--- src/rtl/lcd_cmd_sequencer.sv ---
// rtl/lcd_cmd_sequencer.sv - table-driven LCD command sequencer feeding an SPI engine
// Optional LCD_SEQ_DELAY_EN enables the per-entry post-command delay field and DELAY state.
module lcd_cmd_sequencer #(
    parameter int                DATA_W    = 10,
    parameter int                ADDR_W    = 5,
    parameter int                DLY_W     = 16,
    parameter logic [DATA_W-1:0] IDLE_WORD = 10'h32F
) (
    input  logic                    CLK,
    input  logic                    RSTn,
    input  logic                    Start_Sig,
    input  logic                    Abort_Sig,
    input  logic [ADDR_W-1:0]       Seq_Len,
    output logic [ADDR_W-1:0]       Tbl_Addr,
    input  logic [DATA_W+DLY_W-1:0] Tbl_Data,
    output logic                    SPI_Start_Sig,
    output logic [DATA_W-1:0]       SPI_Data,
    input  logic                    SPI_Done_Sig,
    output logic                    Busy_Sig,
    output logic                    Done_Sig
);

    localparam logic [2:0] S_IDLE   = 3'd0;
    localparam logic [2:0] S_FETCH  = 3'd1;
    localparam logic [2:0] S_LOAD   = 3'd2;
    localparam logic [2:0] S_SEND   = 3'd3;
    localparam logic [2:0] S_DELAY  = 3'd4;
    localparam logic [2:0] S_FINISH = 3'd5;

    localparam logic [ADDR_W-1:0] ADDR_ONE = 1;

    logic [2:0]        state;
    logic [ADDR_W-1:0] len_q;
    logic              last_entry;
    logic              go_delay;
    logic              advance;

`ifdef LCD_SEQ_DELAY_EN
    localparam logic [DLY_W-1:0] DLY_ONE = 1;
    logic [DLY_W-1:0] dly_cnt;

    assign go_delay = (dly_cnt != '0);
    assign advance  = (state == S_SEND && SPI_Done_Sig && !go_delay) ||
                      (state == S_DELAY && dly_cnt <= DLY_ONE);
`else
    // Delay bits of each table entry are deliberately dropped in this build.
    logic unused_dly;
    assign unused_dly = ^Tbl_Data[DATA_W+DLY_W-1:DATA_W];
    assign go_delay   = 1'b0;
    assign advance    = (state == S_SEND && SPI_Done_Sig);
`endif

    assign last_entry = (Tbl_Addr == len_q - ADDR_ONE);
    assign Busy_Sig   = (state != S_IDLE);
    assign Done_Sig   = (state == S_FINISH);

    always_ff @(posedge CLK or negedge RSTn) begin
        if (!RSTn) begin
            state         <= S_IDLE;
            len_q         <= '0;
            Tbl_Addr      <= '0;
            SPI_Start_Sig <= 1'b0;
            SPI_Data      <= IDLE_WORD;
`ifdef LCD_SEQ_DELAY_EN
            dly_cnt       <= '0;
`endif
        end else if (Abort_Sig && state != S_IDLE) begin
            // Abort outranks everything else, including a same-cycle SPI completion.
            state         <= S_IDLE;
            Tbl_Addr      <= '0;
            SPI_Start_Sig <= 1'b0;
            SPI_Data      <= IDLE_WORD;
`ifdef LCD_SEQ_DELAY_EN
            dly_cnt       <= '0;
`endif
        end else begin
            case (state)
                S_IDLE: begin
                    if (Start_Sig) begin
                        Tbl_Addr <= '0;
                        if (Seq_Len != '0) begin
                            len_q <= Seq_Len;
                            state <= S_FETCH;
                        end else begin
                            state <= S_FINISH;
                        end
                    end
                end
                S_FETCH: state <= S_LOAD;
                S_LOAD: begin
                    SPI_Data      <= Tbl_Data[DATA_W-1:0];
                    SPI_Start_Sig <= 1'b1;
                    state         <= S_SEND;
`ifdef LCD_SEQ_DELAY_EN
                    dly_cnt       <= Tbl_Data[DATA_W+DLY_W-1:DATA_W];
`endif
                end
                S_SEND: begin
                    if (SPI_Done_Sig) begin
                        SPI_Start_Sig <= 1'b0;
                        if (go_delay) state <= S_DELAY;
                    end
                end
`ifdef LCD_SEQ_DELAY_EN
                S_DELAY: begin
                    if (dly_cnt != '0) dly_cnt <= dly_cnt - DLY_ONE;
                end
`endif
                S_FINISH: begin
                    SPI_Data <= IDLE_WORD;
                    state    <= S_IDLE;
                end
                default: state <= S_IDLE;
            endcase

            if (advance) begin
                if (last_entry) begin
                    state    <= S_FINISH;
                    SPI_Data <= IDLE_WORD;
                end else begin
                    Tbl_Addr <= Tbl_Addr + ADDR_ONE;
                    state    <= S_FETCH;
                end
            end
        end
    end

endmodule

--- config.mk ---
export PLATFORM = sky130hd
export DESIGN_NAME = lcd_cmd_sequencer
export DESIGN_NICKNAME = d
export VERILOG_FILES = /design/src/rtl/lcd_cmd_sequencer.sv
export SDC_FILE = /design/constraint.sdc
export NUM_CORES = 1
export LEC_CHECK = 0
export ABC_AREA = 1
export CORE_MARGIN = 5
export CORE_UTILIZATION = 44
export DETAILED_ROUTE_END_ITERATION = 8
export PLACE_DENSITY = 0.92
export SYNTH_ARGS = -nofsm -noshare
export SYNTH_HDL_FRONTEND = slang
export SYNTH_SLANG_ARGS = --single-unit
--- constraint.sdc ---
create_clock -name CLK -period 2.3 [get_ports CLK]
set_clock_uncertainty 0.15 [all_clocks]
set_input_delay 0.345 -clock CLK [delete_from_list [all_inputs] [get_ports CLK]]
set_output_delay 0.345 -clock CLK [all_outputs]
set_load 0.005 [all_outputs]
Word-level counts from Yosys, hierarchy flattened
Index checks and enable logic that the tools add are counted.
{ "classes": {"addsub": 2, "eq_ne": 8, "n_mux": 18, "bitwise": 1, "n_reduce_logical": 9} }
{ "op_table": {"columns": ["op", "n"], "rows": [
  ["$mux W10", 3],
  ["$mux W5", 5],
  ["$pmux W10 S2", 1],
  ["$mux W3", 5],
  ["$pmux W3 S4", 1],
  ["$eq A3 B2 Y1 const B", 2],
  ["$ne A3 B2 Y1 const B", 2],
  ["$reduce_bool A3 Y1", 2],
  ["$add A5 B1 Y5 const B", 1],
  ["$eq A5 B5 Y1", 1],
  ["$reduce_bool A5 Y1", 1],
  ["$sub A5 B1 Y5 const B", 1],
  ["$ne A4 B4 Y1 const B", 1],
  ["$reduce_and A2 Y1", 2],
  ["$reduce_and A4 Y1", 1],
  ["$eq A3 B1 Y1 const B", 1],
  ["$eq A3 B3 Y1 const B", 1],
  ["$logic_not A3 Y1", 1],
  ["$logic_and A1 B1 Y1", 2],
  ["$mux W1", 2],
  ["$pmux W1 S2", 1],
  ["$not A1 Y1", 1]
]} }
{ "word_totals": {"reg_bits": 24, "inputBits": 36, "out_inout_bits": 18, "word_cells": 43} }

Longest topological paths before layout
{ "depth": {"depth_word": 6, "mapped_depth": 13, "depth_no_buf": 13} }

Least setup slack after synthesis
No wires, ideal clock.
{ "synth_timing": {"path_type": "register to register", "start": "register len_q[0]", "end": "register Tbl_Addr[0]", "setup_ns": 0.117, "t_arrival_ns": 1.374, "t_required_ns": 2.033, "path_slack_ns": 0.659, "stages_incl_launch_ff": 14, "path_buffers": 0, "period_less_slack_ns": 1.641, "cell_sequence": "dfrtp_1 > inv_1 > ha_1 > inv_1 > nand2_1 > nand2_1 > nor2_2 > nand2_2 > nor2_8 > nand2_4 > nand2_4 > nand2_1 > nand2_1 > nor2_1"} }
{ "synth_via": {"elab_chain_cells": 5} }
{ "synth_rtl": {"columns": ["item", "line", "source"], "rows": [
  ["start, declared", "33", "logic [ADDR_W-1:0] len_q;"],
  ["start signal, assigned", "82", "len_q <= Seq_Len;"],
  ["$sub A5 B1 Y5", "53", "assign last_entry = (Tbl_Addr == len_q - ADDR_ONE);"],
  ["$eq A5 B5 Y1", "53", null],
  ["$mux W5", "117", "if (last_entry) begin"],
  ["$mux W5", "116", "if (advance) begin"],
  ["$mux W5", "67", "end else if (Abort_Sig && state != S_IDLE) begin"],
  ["end signal, assigned", "121", "Tbl_Addr <= Tbl_Addr + ADDR_ONE;"],
  ["end, declared", "14", "output logic [ADDR_W-1:0] Tbl_Addr,"]
]} }
No other way between the ends.
A chain may end at the register's enable or synchronous reset.

Worst setup path after layout
{ "layout_timing": {"start": "register state[1]", "end": "output Done_Sig"} }
{ "layout_via": {"elab_chain_cells": 1} }
{ "layout_rtl": {"columns": ["item", "line", "source"], "rows": [
  ["start, declared", "32", "logic [2:0] state;"],
  ["start signal, assigned", "59", "state <= S_IDLE;"],
  ["start signal, assigned", "69", "state <= S_IDLE;"],
  ["start signal, assigned", "83", "state <= S_FETCH;"],
  ["$eq A3 B3 Y1", "55", "assign Done_Sig = (state == S_FINISH);"],
  ["end, declared", "20", "output logic Done_Sig"]
]} }
No other way between the ends.

==> metrics <==
status=complete, no violations; post-placement cell area=1860 um2; H-tree levels=1; CTS tree=yes; IO buf count=37; Setup violations, final=0; hold_buf cts=0; Ys Warns=0; Startpoint Class=register; RSZ-0062 raised after global routing=no; biggest area consumer among synthesized cells=dfrtp_1; Syn-to-layout area delta=31.9%; Yosys reg bits=24; Worst EP required=1.80 ns; worst r2r path cells=13; Design Area, Final=1910 um2; layout cells sized above 1=19.4%; DP Wirelength=2.49 mm; DR vias=1270; Post-Route Setup TNS=0 ns; antenna diode count=0; Hold Path Class=input pin to async pin; wire length per cell=12.3 um; NumNets Final=261; largest net degree at the start of global routing=25; syn_area_per_cell=7.91 um2; DRT iter0 DRCs=79; Final Cycle Share=88.5%; IO Pins=54; synth unique cells=30; die area=4540 um2; Final Max Slew Viols=0; gpl congestion=0.771; Post-CTS Setup Bufs=0; crit end category=output port; Lkg Pwr=0.944 nW; r2r startpoint=len_q[0]; Worst-Skew Late Latency=0.34 ns; row count=20; RR Endpoint=Tbl_Addr[3]; CP Class=register to output port; setup slack, reg-to-reg=0.44 ns; Slew headroom=70.8%; wire length of the first global-routing pass=5.50 mm; crit path time final=2.03 ns; Power Dens Cells=1260 nW/um2; die extent in y=67.4 um; vias in the first global route=1213; Final Hold Fails=0; Clock Tree Buf Depth=2; synth top area cells=dfrtp_1 29%, nand2_1 15%, dfstp_2 13%; post-synth top area share=29.4%; WP data arrival=1.54 ns; clk sinks=24; crit path max fanout=4; Starting Density=46.7%; non-filler instance count after layout=266; initial antenna violation count=0; DRT Pass-1 Iters=4; vias per inst=4.77; CTS clk-pin slew, worst paths=0.14 ns; Mapped Cells=183; number of max-cap violations=0; clock root buffer=clkbuf_4; number of remaining DRC errors=0; part of the Yosys area used for sequential elements=42.1%; cell total after placement=262; Max VDD drop=0.485 mV; gr ovfl total=0; Total Routing Usage GR=16.4%; core footprint=3100 um2; Die Wd=67.4 um; Worst Tran Pin Value=0.438 ns; syn nets=221; Num CTS Buffers=3; Antenna Nets Post-Route=0; synthesized cell area=1450 um2; final WL=3.27 mm; Post-CTS Resized=0; fmax=0.492 GHz
[report_power, final]
group | total (mW) | internal, mW | switching, mW
registers | 0.791 | 0.631 | 0.160
logic | 1.29 | 0.580 | 0.712
clock network | 0.319 | 0.177 | 0.142
[cells in the final DEF, fill, tap and decap left out, drive strengths merged]
cell / netlist / routed
nor2: 29 / 29
xor2: 2 / 2
dfstp: 7 / 7
dfrtp: 17 / 17
a21oi: 2 / 2
clkdlybuf4s50: 0 / 37
clkbuf: 0 / 3
bufinv: 0 / 1
clkinv: 3 / 3
inv: 18 / 18
a22oi: 3 / 3
buf: 3 / 1
a31o: 1 / 1
xnor2: 1 / 1
nand2: 70 / 70
nand4: 8 / 8
nor3: 2 / 2
a21boi: 1 / 1
o21ai: 7 / 7
nand3: 7 / 7
ha: 2 / 2
[cell usage after synthesis]
library cell and n:
a21boi_1 1, a21oi_2 2, a22oi_1 3, a31o_1 1, buf_2 1, buf_4 1, buf_6 1, clkinv_1 2
clkinv_2 1, dfrtp_1 17, dfstp_2 7, ha_1 2, inv_1 14, inv_2 4, nand2_1 58, nand2_2 7
nand2_4 5, nand3_1 6, nand3_4 1, nand4_1 8, nor2_1 19, nor2_2 6, nor2_4 3, nor2_8 1
nor3_1 2, o21ai_0 2, o21ai_1 4, o21ai_2 1, xnor2_1 1, xor2_1 2
[cells by family (layout without fill, tap and decap cells)]
kind of cell	Yosys count	after routing	share of synthesized area [%]
xor+xnor	3	3	1.82
simple gates	116	116	40.6
compound gates	14	14	6.57
flops	24	24	42.1
buf+inv	24	63	7.17
fa+ha+maj	2	2	1.73
[critical path, cell delays in order (launching register included)]
cell,delay [ns]
dfrtp_1,0.41
inv_2,0.10
nand3_1,0.09
inv_1,0.09
clkdlybuf4s50_1,0.52
[how the worst max path moves through the flow]
| stage | start | end | slack, ns | depth (start not counted) |
|---|---|---|---|---|
| finish | state[1] | Done_Sig | 0.27 | 4 |
| global route | state[1] | Done_Sig | 0.12 | 4 |
| CTS | state[1] | Done_Sig | 0.26 | 4 |
| detailed placement | Seq_Len[2] | len_q[0] | 0.38 | 5 |
| global placement | Seq_Len[2] | len_q[3] | 0.39 | 5 |
| floorplan | len_q[0] | Tbl_Addr[0] | 0.66 | 13 |
[per-layer routing]
metal / track usage (%) / wire length, um
met5: 0 / 0
met4: 8.10 / 76
met3: 2.83 / 121
met2: 27.0 / 1680
met1: 20.7 / 1400
[flip-flops by register name, summed over array words and instances, names as in the netlist]
| name | count |
|---|---|
| SPI_Start_Sig | 1 |
| SPI_Data | 10 |
| Tbl_Addr | 5 |
| len_q | 5 |
| state | 3 |
[stage by stage]
stage	hold WS [ns]	total power [mW]	util, %	setup WS (ns)
final	0.189	2.40	61.5	0.265
after global routing	0.204	2.62	61.5	0.121
after floorplan	-0.101	1.66	-	0.659
after global placement	0.326	2.04	59.8	0.394
after detailed placement	0.338	2.10	59.8	0.375
after CTS	0.198	2.42	61.5	0.255
[cell type report]
| class | instances | area [um2] |
|---|---|---|
| Inverter | 21 | 80.1 |
| Tap cell | 44 | 55.1 |
| Clock inverter | 1 | 30.0 |
| Fill cell | 274 | 1190 |
| Sequential cell | 24 | 609 |
| Timing Repair Buffer | 38 | 378 |
| Clock buffer | 3 | 22.5 |
| Multi-Input combinational cell | 135 | 734 |
(Power assumes the default switching activity.)
